`src/rtl/mem_access_unit_if.sv`:
```
// Data-memory bus between the MEM-stage access unit (master) and the data memory (slave).
// One request is held on mreq until a single-cycle mack answers it.
interface mem_access_unit_if;
  logic        mreq;
  logic        mwe;
  logic [31:0] maddr;
  logic [31:0] mwdata;
  logic [3:0]  mwstrb;
  logic [31:0] mrdata;
  logic        mack;

  modport master (
    output mreq, mwe, maddr, mwdata, mwstrb,
    input  mrdata, mack
  );

  modport slave (
    input  mreq, mwe, maddr, mwdata, mwstrb,
    output mrdata, mack
  );
endinterface

```
`src/rtl/mem_access_unit.sv`:
```
// MEM-stage load/store engine: aligns stores, extends loads and stalls the pipe during an access.
// Define MEM_MISALIGN_SPLIT_EN to turn misaligned h/w accesses into two word transfers.
module mem_access_unit #(
  parameter int unsigned TIMEOUT_CYC = 255
) (
  input  logic              clk,
  input  logic              rstn,
  input  logic [31:0]       dm_addr,
  input  logic [31:0]       dm_data,
  input  logic [3:0]        ctrl_mem,
  input  logic [2:0]        funct3,
  output logic              mem_busy,
  output logic              mem_done,
  output logic [31:0]       dm_rdata,
  output logic              misalign,
  output logic              bus_err,
  mem_access_unit_if.master mbus
);

  typedef enum logic [1:0] {StIdle, StReq, StReq2, StDone} state_e;

  state_e      state_q, state_d;
  logic        dmwe, dmrd, start, is_h, is_w, mis, tmo, req, enter_done;
  logic [3:0]  byte_mask, strb_lo;
  logic [31:0] wdata_rep, wdata_lo, ld_raw, ld_ext;
  logic [63:0] rd_wide;
  logic [1:0]  a_q;
  logic [2:0]  f3_q;
  logic        we_q, mis_q, err_q;
  logic [7:0]  cnt_q;
  logic [31:0] maddr_q, mwdata_q, dm_rdata_q;
  logic [3:0]  mwstrb_q;
  logic        unused_ctrl;

  assign unused_ctrl = ^ctrl_mem[3:2];
  assign dmwe        = ctrl_mem[1];
  assign dmrd        = ctrl_mem[0];
  assign start       = (state_q == StIdle) && (dmwe || dmrd);
  assign is_h        = funct3[1:0] == 2'b01;
  // Every code with funct3[1] set, including the undefined ones, behaves as a word.
  assign is_w        = funct3[1];
  assign mis         = (is_h && dm_addr[0]) || (is_w && (dm_addr[1:0] != 2'b00));
  assign tmo         = cnt_q == 8'(TIMEOUT_CYC - 1);
  assign byte_mask   = is_w ? 4'b1111 : (is_h ? 4'b0011 : 4'b0001);
  assign wdata_rep   = is_w ? dm_data : (is_h ? {2{dm_data[15:0]}} : {4{dm_data[7:0]}});
  assign enter_done  = (state_d == StDone) && (state_q != StDone);

`ifdef MEM_MISALIGN_SPLIT_EN
  logic        split_q;
  logic [31:0] wdata_hi_q, rd_lo_q, st_sized;
  logic [3:0]  strb_hi_q;
  logic [63:0] st_wide;
  logic [7:0]  strb_wide;

  // Lanes of an access straddling a word boundary spill into the upper half of an 8-byte window.
  assign st_sized  = is_w ? dm_data : (is_h ? {16'h0, dm_data[15:0]} : {24'h0, dm_data[7:0]});
  assign st_wide   = {32'h0, st_sized} << {dm_addr[1:0], 3'b000};
  assign strb_wide = {4'h0, byte_mask} << dm_addr[1:0];
  assign strb_lo   = strb_wide[3:0];
  assign wdata_lo  = mis ? st_wide[31:0] : wdata_rep;
  assign rd_wide   = (state_q == StReq2) ? {mbus.mrdata, rd_lo_q} : {32'h0, mbus.mrdata};
`else
  assign strb_lo   = byte_mask << dm_addr[1:0];
  assign wdata_lo  = wdata_rep;
  assign rd_wide   = {32'h0, mbus.mrdata};
`endif

  always_comb begin
    ld_raw = 32'(rd_wide >> {a_q, 3'b000});
    case (f3_q)
      3'b000:  ld_ext = {{24{ld_raw[7]}}, ld_raw[7:0]};
      3'b001:  ld_ext = {{16{ld_raw[15]}}, ld_raw[15:0]};
      3'b100:  ld_ext = {24'h0, ld_raw[7:0]};
      3'b101:  ld_ext = {16'h0, ld_raw[15:0]};
      default: ld_ext = ld_raw;
    endcase
  end

  always_ff @(posedge clk or negedge rstn) begin
    if (!rstn) begin
      state_q <= StIdle;
    end else begin
      state_q <= state_d;
    end
  end

  always_comb begin
    state_d = state_q;
    unique case (state_q)
      StIdle: begin
        if (start) begin
`ifdef MEM_MISALIGN_SPLIT_EN
          state_d = StReq;
`else
          state_d = mis ? StDone : StReq;
`endif
        end
      end
      StReq: begin
        if (mbus.mack) begin
`ifdef MEM_MISALIGN_SPLIT_EN
          state_d = split_q ? StReq2 : StDone;
`else
          state_d = StDone;
`endif
        end else if (tmo) begin
          state_d = StDone;
        end
      end
`ifdef MEM_MISALIGN_SPLIT_EN
      StReq2: begin
        if (mbus.mack || tmo) state_d = StDone;
      end
`endif
      StDone:  state_d = StIdle;
      default: state_d = StIdle;
    endcase
  end

  always_comb begin
    req         = (state_q == StReq) || (state_q == StReq2);
    mbus.mreq   = req;
    mem_done    = state_q == StDone;
    // Held low during reset so the stalled pipe is released at once.
    mem_busy    = rstn && (start || req);
    misalign    = mem_done && mis_q;
    bus_err     = mem_done && err_q;
    mbus.mwe    = we_q;
    mbus.maddr  = maddr_q;
    mbus.mwdata = mwdata_q;
    mbus.mwstrb = mwstrb_q;
    dm_rdata    = dm_rdata_q;
  end

  always_ff @(posedge clk or negedge rstn) begin
    if (!rstn) begin
      a_q        <= '0;
      f3_q       <= '0;
      we_q       <= 1'b0;
      maddr_q    <= '0;
      mwdata_q   <= '0;
      mwstrb_q   <= '0;
      cnt_q      <= '0;
      dm_rdata_q <= '0;
      mis_q      <= 1'b0;
      err_q      <= 1'b0;
`ifdef MEM_MISALIGN_SPLIT_EN
      split_q    <= 1'b0;
      wdata_hi_q <= '0;
      strb_hi_q  <= '0;
      rd_lo_q    <= '0;
`endif
    end else begin
      if (start && (state_d == StReq)) begin
        a_q      <= dm_addr[1:0];
        f3_q     <= funct3;
        we_q     <= dmwe;
        maddr_q  <= {dm_addr[31:2], 2'b00};
        mwdata_q <= dmwe ? wdata_lo : '0;
        mwstrb_q <= dmwe ? strb_lo : '0;
`ifdef MEM_MISALIGN_SPLIT_EN
        split_q    <= mis;
        wdata_hi_q <= dmwe ? st_wide[63:32] : '0;
        strb_hi_q  <= dmwe ? strb_wide[7:4] : '0;
`endif
      end
`ifdef MEM_MISALIGN_SPLIT_EN
      // Second word of a split access; the address wraps naturally at the top of memory.
      if ((state_q == StReq) && mbus.mack && split_q) begin
        maddr_q  <= maddr_q + 32'd4;
        mwdata_q <= wdata_hi_q;
        mwstrb_q <= strb_hi_q;
        rd_lo_q  <= mbus.mrdata;
      end
`endif
      if (state_d != state_q) begin
        cnt_q <= '0;
      end else if (req) begin
        cnt_q <= cnt_q + 8'd1;
      end
      if (enter_done) begin
        dm_rdata_q <= (!we_q && mbus.mack && (state_q != StIdle)) ? ld_ext : '0;
        mis_q      <= state_q == StIdle;
        err_q      <= (state_q != StIdle) && !mbus.mack;
      end
    end
  end

endmodule

```
`src/flat_wrapper.sv`:
```
// flat-port wrapper written by rule: the top's interface ports become plain ports
module mem_access_unit_flat 
#(
  parameter int unsigned TIMEOUT_CYC = 255
)
  (clk, rstn, dm_addr, dm_data, ctrl_mem, funct3, mem_busy, mem_done, dm_rdata, misalign, bus_err, mbus_mreq, mbus_mwe, mbus_maddr, mbus_mwdata, mbus_mwstrb, mbus_mrdata, mbus_mack);
  mem_access_unit_if mbus_i ();
  input  logic clk;
  input  logic rstn;
  input  logic [31:0] dm_addr;
  input  logic [31:0] dm_data;
  input  logic [3:0] ctrl_mem;
  input  logic [2:0] funct3;
  output logic mem_busy;
  output logic mem_done;
  output logic [31:0] dm_rdata;
  output logic misalign;
  output logic bus_err;
  output wire logic [$bits(mbus_i.mreq)-1:0] mbus_mreq;
  output wire logic [$bits(mbus_i.mwe)-1:0] mbus_mwe;
  output wire logic [$bits(mbus_i.maddr)-1:0] mbus_maddr;
  output wire logic [$bits(mbus_i.mwdata)-1:0] mbus_mwdata;
  output wire logic [$bits(mbus_i.mwstrb)-1:0] mbus_mwstrb;
  input wire logic [$bits(mbus_i.mrdata)-1:0] mbus_mrdata;
  input wire logic [$bits(mbus_i.mack)-1:0] mbus_mack;
  assign mbus_mreq = mbus_i.mreq;
  assign mbus_mwe = mbus_i.mwe;
  assign mbus_maddr = mbus_i.maddr;
  assign mbus_mwdata = mbus_i.mwdata;
  assign mbus_mwstrb = mbus_i.mwstrb;
  assign mbus_i.mrdata = mbus_mrdata;
  assign mbus_i.mack = mbus_mack;
  mem_access_unit #(.TIMEOUT_CYC(TIMEOUT_CYC)) u_core (.clk(clk), .rstn(rstn), .dm_addr(dm_addr), .dm_data(dm_data), .ctrl_mem(ctrl_mem), .funct3(funct3), .mem_busy(mem_busy), .mem_done(mem_done), .dm_rdata(dm_rdata), .misalign(misalign), .bus_err(bus_err), .mbus(mbus_i));
endmodule
```
`config.mk`:
```
export PLATFORM = sky130hd
export DESIGN_NAME = mem_access_unit_flat
export DESIGN_NICKNAME = d
export VERILOG_FILES = /design/src/rtl/mem_access_unit_if.sv /design/src/rtl/mem_access_unit.sv /design/src/flat_wrapper.sv
export SDC_FILE = /design/constraint.sdc
export NUM_CORES = 1
export LEC_CHECK = 0
export ABC_AREA = 1
export CORE_UTILIZATION = 45
export DETAILED_ROUTE_END_ITERATION = 6
export GPL_TIMING_DRIVEN = 0
export MAX_ROUTING_LAYER = met4
export PLACE_DENSITY = 0.87
export SLEW_MARGIN = 15
export SYNTH_ARGS = -nofsm -noshare
export SYNTH_HDL_FRONTEND = slang
export SYNTH_SLANG_ARGS = --single-unit
export TNS_END_PERCENT = 100
```
`constraint.sdc`:
```
create_clock -name clk -period 2.1 [get_ports clk]
set_input_delay 0.21 -clock clk [delete_from_list [all_inputs] [get_ports clk]]
set_output_delay 0.21 -clock clk [all_outputs]
set_load 0.1 [all_outputs]
```
==> results.ini <==
[status]
status=complete, no violations

[critical_path]
regToRegSetupSlack_ns=0.18
endpoint_kind=output port
cp.depth=5
required_ns=1.89
path_max_fanout=6
crit_slowest_cell=dfrtp_1
timing.rr.end=u_core.dm_rdata[6]
r2r-start=u_core.state_q[1]
crit_buf_inv=3
arrival_ns=1.80
critPathKind=flop to output port
cpPeakStageDelay_ns=0.45
rr_worst_depth=6
cp-start-kind=flop
endpoint=mem_busy
startpoint=u_core.state_q[1]
crit_path_frequent_cell=inv_1
cp_cell_sequence=inv_1 > ha_4 > inv_1 > a21boi_4 > buf_6
cp_top_family=buffers and inverters

[final_layout]
design_area_um2=8746
nNetsFinal=1125
fillerInstances=1124
area_growth_pct=47.19
layout-drive-gt1-share_pct=9.064
diodes=0
multi_input_area_um2=2587
stdcell_count=1198
regArea_um2=2903

[routing]
drcViolationCount=0
wire_per_inst_um=14.93
firstDrtPassIters=5
viasPerCell=5.074
num_vias=6079
antenna_left=0
dr.first_iter.drc_count=509
wl_um=17880

[die]
initial_utilization_pct=46.71
die_area_um2=13670
fp-row-count=41
die_y_um=116.9
io_pins=212
die_w_um=116.9
design.core.area_um2=12720

[synth]
synthArstFlopShare_pct=100.0
yosys.area_share.xor_xnor_pct=1.032
synth_area_leaders=dfrtp_1, nand2_1, nand3_1
syn_inst=784
yosysMostFrequentCell=nand2_1
syn_area_per_cell_um2=7.579
synth_seq_area_share_pct=48.85
synth_warnings=0
ys_ff_latch=116
synth_common_cells=nand2_1, dfrtp_1, nand3_1, inv_1, nor2_1
yosysUniqueCellTypes=31
synth.mux.area_fraction_pct=0
synth-main-ff-cell=dfrtp_1
synth_compound_area_share_pct=8.170
synth_largest_area_cell=dfrtp_1
yosys.area.top_type_share_pct=48.85
syn_area_um2=5942
synth_edf_count=0
yosys.area_share.simple_pct=32.41
synth-adder-area-share_pct=1.263
synth_top_family_by_area=simple AND/OR/NAND/NOR gates

[global_routing]
grt_overflow_total=0
antenna_found_initial=0
grt_max_degree=87
track_usage_pct=27.86
grt_pass1_vias=5917
grt_pass1_wl_um=28030

[place]
dp_hpwl_um=13080
portBuffers=206
place_inst=1164
place_area_um2=8278
gp_congestion=0.9628

[clock_network]
cts-root-buf=clkbuf_16
cts.htree.levels=4
post-cts-setup-buffers=0
cts_tree=built
clk_pin_slew_worst_paths_ns=0.06
cts_buffers=17
cts_max_path_buffers=2
insertion_delay_ns=0.41
clock_sinks=116

[sta]
drv_slew=0
timing.slew.headroom_pct=33.53
min_period_ns=2.012
finalSetupViolations=0
worst_pin_slew_ns=1.001
hold_viol_final=0
clock_skew_ns=0.008492
fmax_mhz=497.0
finalCritPeriodShare_pct=95.81
rsz0062_at_grt=false
tns_ns=0
whs_ns=0.09133

[run]
drv_cap=0

[worst_hold_path]
hold_path.class=primary input to flop

==> how the worst min path moves through the flow <==
stage | from | endpoint | cells past startpoint | slack (ns)
5_1_grt | ctrl_mem[1] | u_core.mbus.mwdata[11] | 3 | 0.08
3_5_place_dp | rstn | u_core.dm_rdata[26] | 1 | 0.12
3_3_place_gp | u_core.mbus.maddr[27] | u_core.mbus.maddr[27] | 2 | 0.45
6_report | ctrl_mem[1] | u_core.mbus.mwdata[14] | 3 | 0.09
4_1_cts | ctrl_mem[1] | u_core.mbus.mwdata[11] | 3 | 0.08
2_1_floorplan | rstn | u_core.a_q[0] | 0 | -0.09
==> sequential cells by signal, indices dropped and copies added, names as in the netlist, 2 cells and up <==
name and flops:
u_core.a_q 2, u_core.f3_q 3, u_core.mbus.mwstrb 4, u_core.mbus.mwdata 32
u_core.state_q 2, u_core.cnt_q 8, u_core.mbus.maddr 30, u_core.dm_rdata 32
==> final cells by class <==
class	count	area share (%)
Buffer	46	3.491
Clock buffer	17	4.864
Clock inverter	15	1.502
Inverter	48	2.089
Multi-Input combinational cell	575	29.59
Sequential cell	116	33.19
Tap cell	172	2.461
Timing Repair Buffer	209	22.82
==> timing repair <==
action	4_1_cts	5_1_grt
endpoints found under the setup margin	101	18
gates resized for setup	116	9
endpoints found under the hold margin	31	0
hold buffers	2	0
==> through the flow <==
step           utilization, %  worst slack, ns
2_1_floorplan               -           0.1737
3_3_place_gp            64.84           -4.450
3_5_place_dp            65.07          -0.4635
4_1_cts                 68.71       0.00002642
5_1_grt                 68.75          0.01646
6_report                68.75          0.08792
==> worst register-to-register path, cell delays in order (launching register included) <==
cell	delay, ns
dfrtp_1	0.45
inv_1	0.15
ha_4	0.22
nor3_4	0.42
buf_2	0.31
o211ai_1	0.14
o21ai_1	0.16
==> layer usage <==
layer / up-vias / global-route usage, % / wire length, µm
li1: 2948 / - / -
met1: 2812 / 31.93 / 7170
met2: 291 / 47.02 / 8827
met3: 28 / 7.570 / 1556
met4: 0 / 9.873 / 330
met5: - / - / 0
==> logic make-up after synthesis <==
logic type,after synthesis
xor gates and xnor gates,7
AOI/OAI and AO/OA,87
other,1
adders and majority gates,6
buffers and inverters,94
and+or+nand+nor,473
DFF,116
==> cell usage in the layout (no fill, tap or decap), types with 2 or more instances in the layout <==
cell and count:
inv_6 4, dlygate4sd2_1 96, buf_6 13, o21ai_0 26, nand2_2 6, a211oi_1 4, clkbuf_1 11, ha_1 4
inv_2 4, buf_1 2, buf_4 9, o22ai_1 2, buf_2 16, nor2_4 2, conb_1 2, nand2_1 350
clkinv_2 4, clkbuf_16 17, xor2_1 5, nand3_1 68, xnor2_1 2, nor2_1 34, o211ai_1 14, o21ai_1 28
a21oi_1 12, dfrtp_1 116, dlymetal6s2s_1 3, clkdlybuf4s50_1 101, nor3_1 8, inv_1 43, clkinvlp_4 5
Power is not shown: default switching activity piles up to over one toggle a cycle in this logic, so the estimate is an artifact.
